## src/rtl/parking_input_conditioner.sv

```systemverilog
`default_nettype none
// +--------------------------------------------------------------------------+
// | Module   : parking_input_conditioner                                     |
// | Purpose  : Synchronizes and debounces raw passcode buttons and gate      |
// |            sensors, emits one-cycle button-press pulses, and tracks car  |
// |            direction through the gate with a timeout-guarded FSM.        |
// | Revision : 1.0 - initial release                                         |
// +--------------------------------------------------------------------------+
module parking_input_conditioner #(
   parameter int DB_CYCLES      = 16,
   parameter int TIMEOUT_CYCLES = 1024
) (
   input  logic       CLK,
   input  logic       RST,
   input  logic [3:1] Prs_raw,
   input  logic       Sens_a,
   input  logic       Sens_b,
   output logic [3:1] Prs,
   output logic       Car_in,
   output logic       Car_out,
   output logic       Gate_busy
);

   localparam int c_DB_W = (DB_CYCLES > 2) ? $clog2(DB_CYCLES) : 1;
   localparam int c_TO_W = (TIMEOUT_CYCLES > 1) ? $clog2(TIMEOUT_CYCLES) : 1;
   localparam logic [c_DB_W-1:0] c_DB_LAST = c_DB_W'(DB_CYCLES - 1);
   localparam logic [c_TO_W-1:0] c_TO_LAST = c_TO_W'(TIMEOUT_CYCLES - 1);

   typedef enum logic [2:0] {
      S_WAIT_CLEAR = 3'd0,
      S_IDLE       = 3'd1,
      S_IN_A       = 3'd2,
      S_IN_AB      = 3'd3,
      S_IN_B       = 3'd4,
      S_OUT_B      = 3'd5,
      S_OUT_AB     = 3'd6,
      S_OUT_A      = 3'd7
   } gate_state_t;

   // Bits [2:0] are buttons 1..3, bit 3 is sensor a, bit 4 is sensor b.
   logic [4:0]        w_raw;
   logic [4:0]        r_sync1;
   logic [4:0]        r_sync2;
   logic [4:0]        w_db;
   logic [2:0]        r_btn_d;
   logic [2:0]        r_prs;
   logic              r_car_in;
   logic              r_car_out;
   gate_state_t       r_state;
   gate_state_t       w_next;
   logic              w_fin_in;
   logic              w_fin_out;
   logic              w_busy;
   logic [c_TO_W-1:0] r_to;
   logic              w_a;
   logic              w_b;

   assign w_raw = {Sens_b, Sens_a, Prs_raw};

   // Two-flop synchronizer on every asynchronous input.
   always_ff @(posedge CLK or negedge RST) begin
      if (!RST) begin
         r_sync1 <= '0;
         r_sync2 <= '0;
      end else begin
         r_sync1 <= w_raw;
         r_sync2 <= r_sync1;
      end
   end

   generate
      for (genvar gi = 0; gi < 5; gi++) begin : g_db
         logic              r_val;
         logic [c_DB_W-1:0] r_cnt;

         // Flip the debounced value only after DB_CYCLES consecutive disagreeing samples.
         always_ff @(posedge CLK or negedge RST) begin
            if (!RST) begin
               r_val <= 1'b0;
               r_cnt <= '0;
            end else if (r_sync2[gi] == r_val) begin
               r_cnt <= '0;
            end else if (r_cnt == c_DB_LAST) begin
               r_val <= r_sync2[gi];
               r_cnt <= '0;
            end else begin
               r_cnt <= r_cnt + 1'b1;
            end
         end

         assign w_db[gi] = r_val;
      end
   endgenerate

   // Registered rising-edge detect on the debounced buttons.
   always_ff @(posedge CLK or negedge RST) begin
      if (!RST) begin
         r_btn_d <= '0;
         r_prs   <= '0;
      end else begin
         r_btn_d <= w_db[2:0];
         r_prs   <= w_db[2:0] & ~r_btn_d;
      end
   end

   assign w_a = w_db[3];
   assign w_b = w_db[4];

   // Gate next-state decode; completion flags mark the final clearing step of a passage.
   always_comb begin
      w_next    = r_state;
      w_fin_in  = 1'b0;
      w_fin_out = 1'b0;
      case (r_state)
         S_WAIT_CLEAR: begin
            if (!w_a && !w_b) w_next = S_IDLE;
         end
         S_IDLE: begin
            if (w_a && !w_b)      w_next = S_IN_A;
            else if (!w_a && w_b) w_next = S_OUT_B;
            else if (w_a && w_b)  w_next = S_WAIT_CLEAR;
         end
         S_IN_A: begin
            if (w_b)       w_next = S_IN_AB;
            else if (!w_a) w_next = S_IDLE;
         end
         S_IN_AB: begin
            if (!w_a && w_b)       w_next = S_IN_B;
            else if (w_a && !w_b)  w_next = S_IN_A;
            else if (!w_a && !w_b) w_next = S_WAIT_CLEAR;
         end
         S_IN_B: begin
            if (w_a) begin
               w_next = S_IN_AB;
            end else if (!w_b) begin
               w_next   = S_IDLE;
               w_fin_in = 1'b1;
            end
         end
         S_OUT_B: begin
            if (w_a)       w_next = S_OUT_AB;
            else if (!w_b) w_next = S_IDLE;
         end
         S_OUT_AB: begin
            if (w_a && !w_b)       w_next = S_OUT_A;
            else if (!w_a && w_b)  w_next = S_OUT_B;
            else if (!w_a && !w_b) w_next = S_WAIT_CLEAR;
         end
         S_OUT_A: begin
            if (w_b) begin
               w_next = S_OUT_AB;
            end else if (!w_a) begin
               w_next    = S_IDLE;
               w_fin_out = 1'b1;
            end
         end
         default: w_next = S_WAIT_CLEAR;
      endcase
   end

   assign w_busy = (r_state != S_WAIT_CLEAR) && (r_state != S_IDLE);

   // Gate FSM state, dwell timer and registered car pulses.
   always_ff @(posedge CLK or negedge RST) begin
      if (!RST) begin
         r_state   <= S_WAIT_CLEAR;
         r_to      <= '0;
         r_car_in  <= 1'b0;
         r_car_out <= 1'b0;
      end else begin
         r_car_in  <= w_fin_in;
         r_car_out <= w_fin_out;
         if (w_next != r_state) begin
            r_state <= w_next;
            r_to    <= '0;
         end else if (w_busy) begin
            if (r_to == c_TO_LAST) begin
               r_state <= S_WAIT_CLEAR;
               r_to    <= '0;
            end else begin
               r_to <= r_to + 1'b1;
            end
         end else begin
            r_to <= '0;
         end
      end
   end

   assign Prs       = r_prs;
   assign Car_in    = r_car_in;
   assign Car_out   = r_car_out;
   assign Gate_busy = w_busy;

endmodule
`default_nettype wire

```

## config.mk

```make
export PLATFORM = sky130hd
export DESIGN_NAME = parking_input_conditioner
export DESIGN_NICKNAME = d
export VERILOG_FILES = /design/src/rtl/parking_input_conditioner.sv
export SDC_FILE = /design/constraint.sdc
export NUM_CORES = 1
export LEC_CHECK = 0
export ABC_AREA = 1
export CAP_MARGIN = 30
export CORE_UTILIZATION = 30
export CTS_CLUSTER_DIAMETER = 80
export CTS_CLUSTER_SIZE = 12
export DETAILED_ROUTE_END_ITERATION = 7
export HOLD_SLACK_MARGIN = 0.03
export PLACE_DENSITY = 0.57
export SYNTH_ARGS = -nofsm -noshare
export SYNTH_HDL_FRONTEND = slang
export SYNTH_SLANG_ARGS = --single-unit
```

## constraint.sdc

```tcl
create_clock -name CLK -period 3.3 [get_ports CLK]
set_input_delay 0.99 -clock CLK [delete_from_list [all_inputs] [get_ports CLK]]
set_output_delay 0.99 -clock CLK [all_outputs]
set_load 0.02 [all_outputs]
```

# Yosys cells after proc, flatten, opt, wreduce, memory -nomap -nowiden
# Cells that the tools add are included.
# classes
n_shift,0
order_cmp,0
n_reduce_logical,17
div,0
n_eq_ne,20
addsub,6
bitwise_logic,7
n_mux,38
mul,0
# ops
cell,count
3-bit 2-to-1 mux,18
4-bit 2-to-1 mux,10
10-bit 2-to-1 mux,3
3-bit one-hot mux with 8 select lines,1
"4-bit by 1-bit adder with 4-bit output, second input constant",5
"4-bit == test, second input constant",5
"3-bit == test, second input constant",4
2-bit AND reduction,6
"10-bit by 1-bit adder with 10-bit output, second input constant",1
"10-bit == test, second input constant",1
"3-bit by 2-bit == test with 1-bit output, second input constant",2
1-bit 2-to-1 mux,6
1-bit == test,5
1-bit logical AND,5
1-bit NOT,5
2-bit nonzero test,2
3-bit AND,1
"3-bit by 1-bit == test with 1-bit output, second input constant",1
3-bit logical NOT,1
"3-bit by 1-bit != test with 1-bit output, second input constant",1
3-bit != test,1
3-bit NOT,1
3-bit nonzero test,1
1-bit logical NOT,2
# totals
output_inout_bits,6
latch_bits,0
ram_bits,0
mem_bits_ro,0
input_bits,7
n_memories,0
reg_bits,56

# Depth between registers and ports, before layout
# Gate-level depths: netlist of the first run.
# logic_depth
depth_word,9
depth_mapped,13

# Worst setup path before layout of the first run
# OpenSTA, ideal clock, no wires.
# synth_timing
path_kind,flip-flop to output port
start,register r_state[2]
end,output port Gate_busy
arrival_time_ns,0.898
path_stages_with_launch,4
slack_ns,1.412
path_cell_list,dfrtp_1 > buf_6 > nor2_4 > inv_1
# synth_via
elab_chain_cells,2
word_cells_on_any_way,3
cone_classes,eq/ne (1); reduce/logical (2)
# synth_lines
element,line,rtl
from (decl),49,gate_state_t r_state;
from (signal assigned),174,r_state <= w_next;
3-bit by 1-bit != test with 1-bit output / 3-bit nonzero test (equally long branches),161,assign w_busy = (r_state != S_WAIT_CLEAR) && (r_state != S_IDLE);
1-bit logical AND *,161,
to (decl),21,output logic Gate_busy
# Every way passes the cells marked *; elsewhere a longest branch is shown, timed or not.

# Worst setup path after layout of the first run
# layout_timing
start,register r_state[1]
end,output port Gate_busy
# The elaborated chain is that of the path after synthesis.

==> results.yml, run 1 <==
hold_path:
  min_path_type: "reg -> reg"
yosys:
  syn-cell-area_sq_um: 2530
  synth-seq-cells: 56
  ys_seq_area_share_pct: 55.4
  syn_area_per_cell_sq_um: 9.41
  synth_nets: 282
  ys_warn_count: 0
  yosysUniqueCellTypes: 26
  synthCells: 269
critical_path:
  start_kind: "flip-flop"
  critPathArrivalTime_ps: 1940
  cp_max_fo: 12
  crit_type: "reg -> out"
  cp_data_required_time_ps: 2310
  critPathCaptureType: "primary output"
timing:
  final-hold-violation-count: 0
  slew_headroom_pct: 52.9
  skew_ps: 8.88
  final.min_clock_period_ps: 2930
  period_share_pct: 88.7
  slew_violations: 0
  fin_tns_setup_ps: 0
  tightest_slew_ps: 707
  rsz0062_at_grt: "false"
  setup_viol: 0
  fmax_mhz: 342
detailed_routing:
  vias: 1738
  dr.first_iter.drc_count: 97
  drt-total-wl_um: 3950
  drt-pass1-iter-count: 4
  ant_nets: 0
  vias_per_cell: 4.45
  route.detailed.wl_per_inst_um: 10.1
  drc: 0
finish:
  seq_area_sq_um: 1400
  mostFrequentLayoutCell: "dfrtp_1"
  fin_util_pct: 34.9
  multi_input_area_sq_um: 980
  area_delta_synth_final_pct: 12.8
  drive_gt1_share_pct: 12.2
  layout_common_cells: "dfrtp_1, nor2_1, nand2_1"
  fillers: 863
  final_nets: 298
  design_area_sq_um: 2860
  n_antenna_cell: 0
  instances_no_fill: 391
floorplanning:
  io_pins: 13
  die_h_um: 93.9
  start_util_pct: 31.0
  core_area_sq_um: 8180
  floorplan.rows: 33
  die_area_sq_um: 8810
  die_x_um: 93.9
global_routing:
  antenna_found_initial: 0
  grt_max_degree: 57
  grt.overflow.total: 0
  grt_pass1_wl_um: 7520
  grtUsageTotal_pct: 10.9
  grt_pass1_vias: 1699
clocking:
  clockBufferDepth: 2
  clk_pin_slew_ps: 100
  cts-resized-gates: 0
  numCtsBuffers: 5
  post_cts_buffers: 0
  cts.sinks: 56
  cts_root_buffer: "clkbuf_8"
  htreeDepth: 2
  cts_hold_buf: 0
  clkLatencyLatePin_ps: 300
  cts_tree: "built"
placed_design:
  place_area_sq_um: 2750
  dp_cells: 383
  gp_congestion: 0.859
  dp_hpwl_um: 2770
  port_buffers: 12
power_and_ir_drop:
  power.density_nw_per_um2: 432
  power.total_w: 0.00123
  irDropWorstVdd_mv: 0.212
  p_leak_nw: 1.36
job:
  cap_violations: 0
run_status:
  status: "completed"
worst max-delay path, stage by stage, from the launching register on:
cell             delay [ps]
dfrtp_1                 540
nor2_4                  340
inv_1                   180
clkdlybuf4s50_1         570
state kept, by name, summed over array words and instances (netlist names):
signal / flops
r_sync1: 5
r_to: 10
r_sync2: 5
Prs: 3
g_db.r_cnt: 20
r_state: 3
r_btn_d: 3
Car_out: 1
Car_in: 1
g_db.r_val: 5
metal layers:
| metal | GRT usage [%] | vias up | routed length [um] |
|---|---|---|---|
| met5 | 0 | - | 0 |
| met3 | 3.24 | 5 | 156 |
| met2 | 17.0 | 29 | 1780 |
| met4 | 3.85 | 0 | 55 |
| met1 | 14.2 | 819 | 1970 |
| li1 | - | 885 | - |
synthesized netlist by cell type:
master    instances  share of area [%]
buf_6             2               0.89
a31oi_1           1               0.25
xnor2_1          10                3.5
nand4_1           2               0.49
nor2_1           42                6.2
nand3_1          28                5.5
inv_1            26                3.9
a21oi_1           7                1.4
xor2_1            7                2.4
inv_2             4               0.59
dfrtp_1          56                 55
nand3b_1          1               0.30
nor3_1            6                1.2
a31o_2            1               0.35
o31ai_1           1               0.30
nor2_4            2               0.89
o21ai_0           3               0.59
o21ai_1           1               0.20
nand2_2           4               0.99
nand4_2           1               0.49
buf_4             2               0.59
ha_1              6                3.0
nand2_1          42                6.2
nor2_2            7                1.7
nor3_2            6                2.4
o21ai_2           1               0.35
logic make-up after synthesis:
logic type	count (synthesis)	share of synthesized area (%)
adder cells (fa/ha/maj)	6	2.97
buffers and inverters	34	5.93
flip-flops	56	55.4
AND/OR/NAND/NOR	141	26.4
XOR/XNOR	17	5.88
AO/OA/AOI/OAI	15	3.41
worst paths after layout:
path | depth (start not counted) | from | slack, ps | end
worst min-delay path | 0 | r_sync1[2] | 350 | r_sync2[2]
worst min register to register | 0 | r_sync1[2] | 350 | r_sync2[2]
max in group asynchronous | 2 | RST | 2010 | Prs[2]
worst max register to register | 8 | r_to[0] | 1360 | r_state[0]
worst max-delay path | 3 | r_state[1] | 370 | Gate_busy
min in group asynchronous | 2 | RST | 790 | g_db[4].r_cnt[1]
power breakdown:
group | internal, W | switching, W
Clock | 0.000225 | 0.000207
Sequential | 0.000708 | 0.0000158
Combinational | 0.0000278 | 0.0000483
per-stage QoR:
step | hold slack, ps | setup slack [ps]
after global routing | 357 | 252
final | 350 | 372
after CTS | 348 | 356
after global placement | 332 | 730
after detailed placement | 335 | 684
after floorplan | 331 | 1410
area by class of cell:
type                       count  area share [%]
sequential                    56            49.1
timing repair buffer          13            4.29
tap                          105            4.60
clock buffer                   6            2.54
multi-input combinational    179            34.3
clock inverter                 2            1.23
inverter                      30            3.94
Power figures use the tool's default switching activity.
==> inputs of run 2 (changes only) <==
SLEW_MARGIN = 25   (was unset)
==> results of run 2 <==
Same layout as run 1: the final DEF is identical, and so are final timing and power.
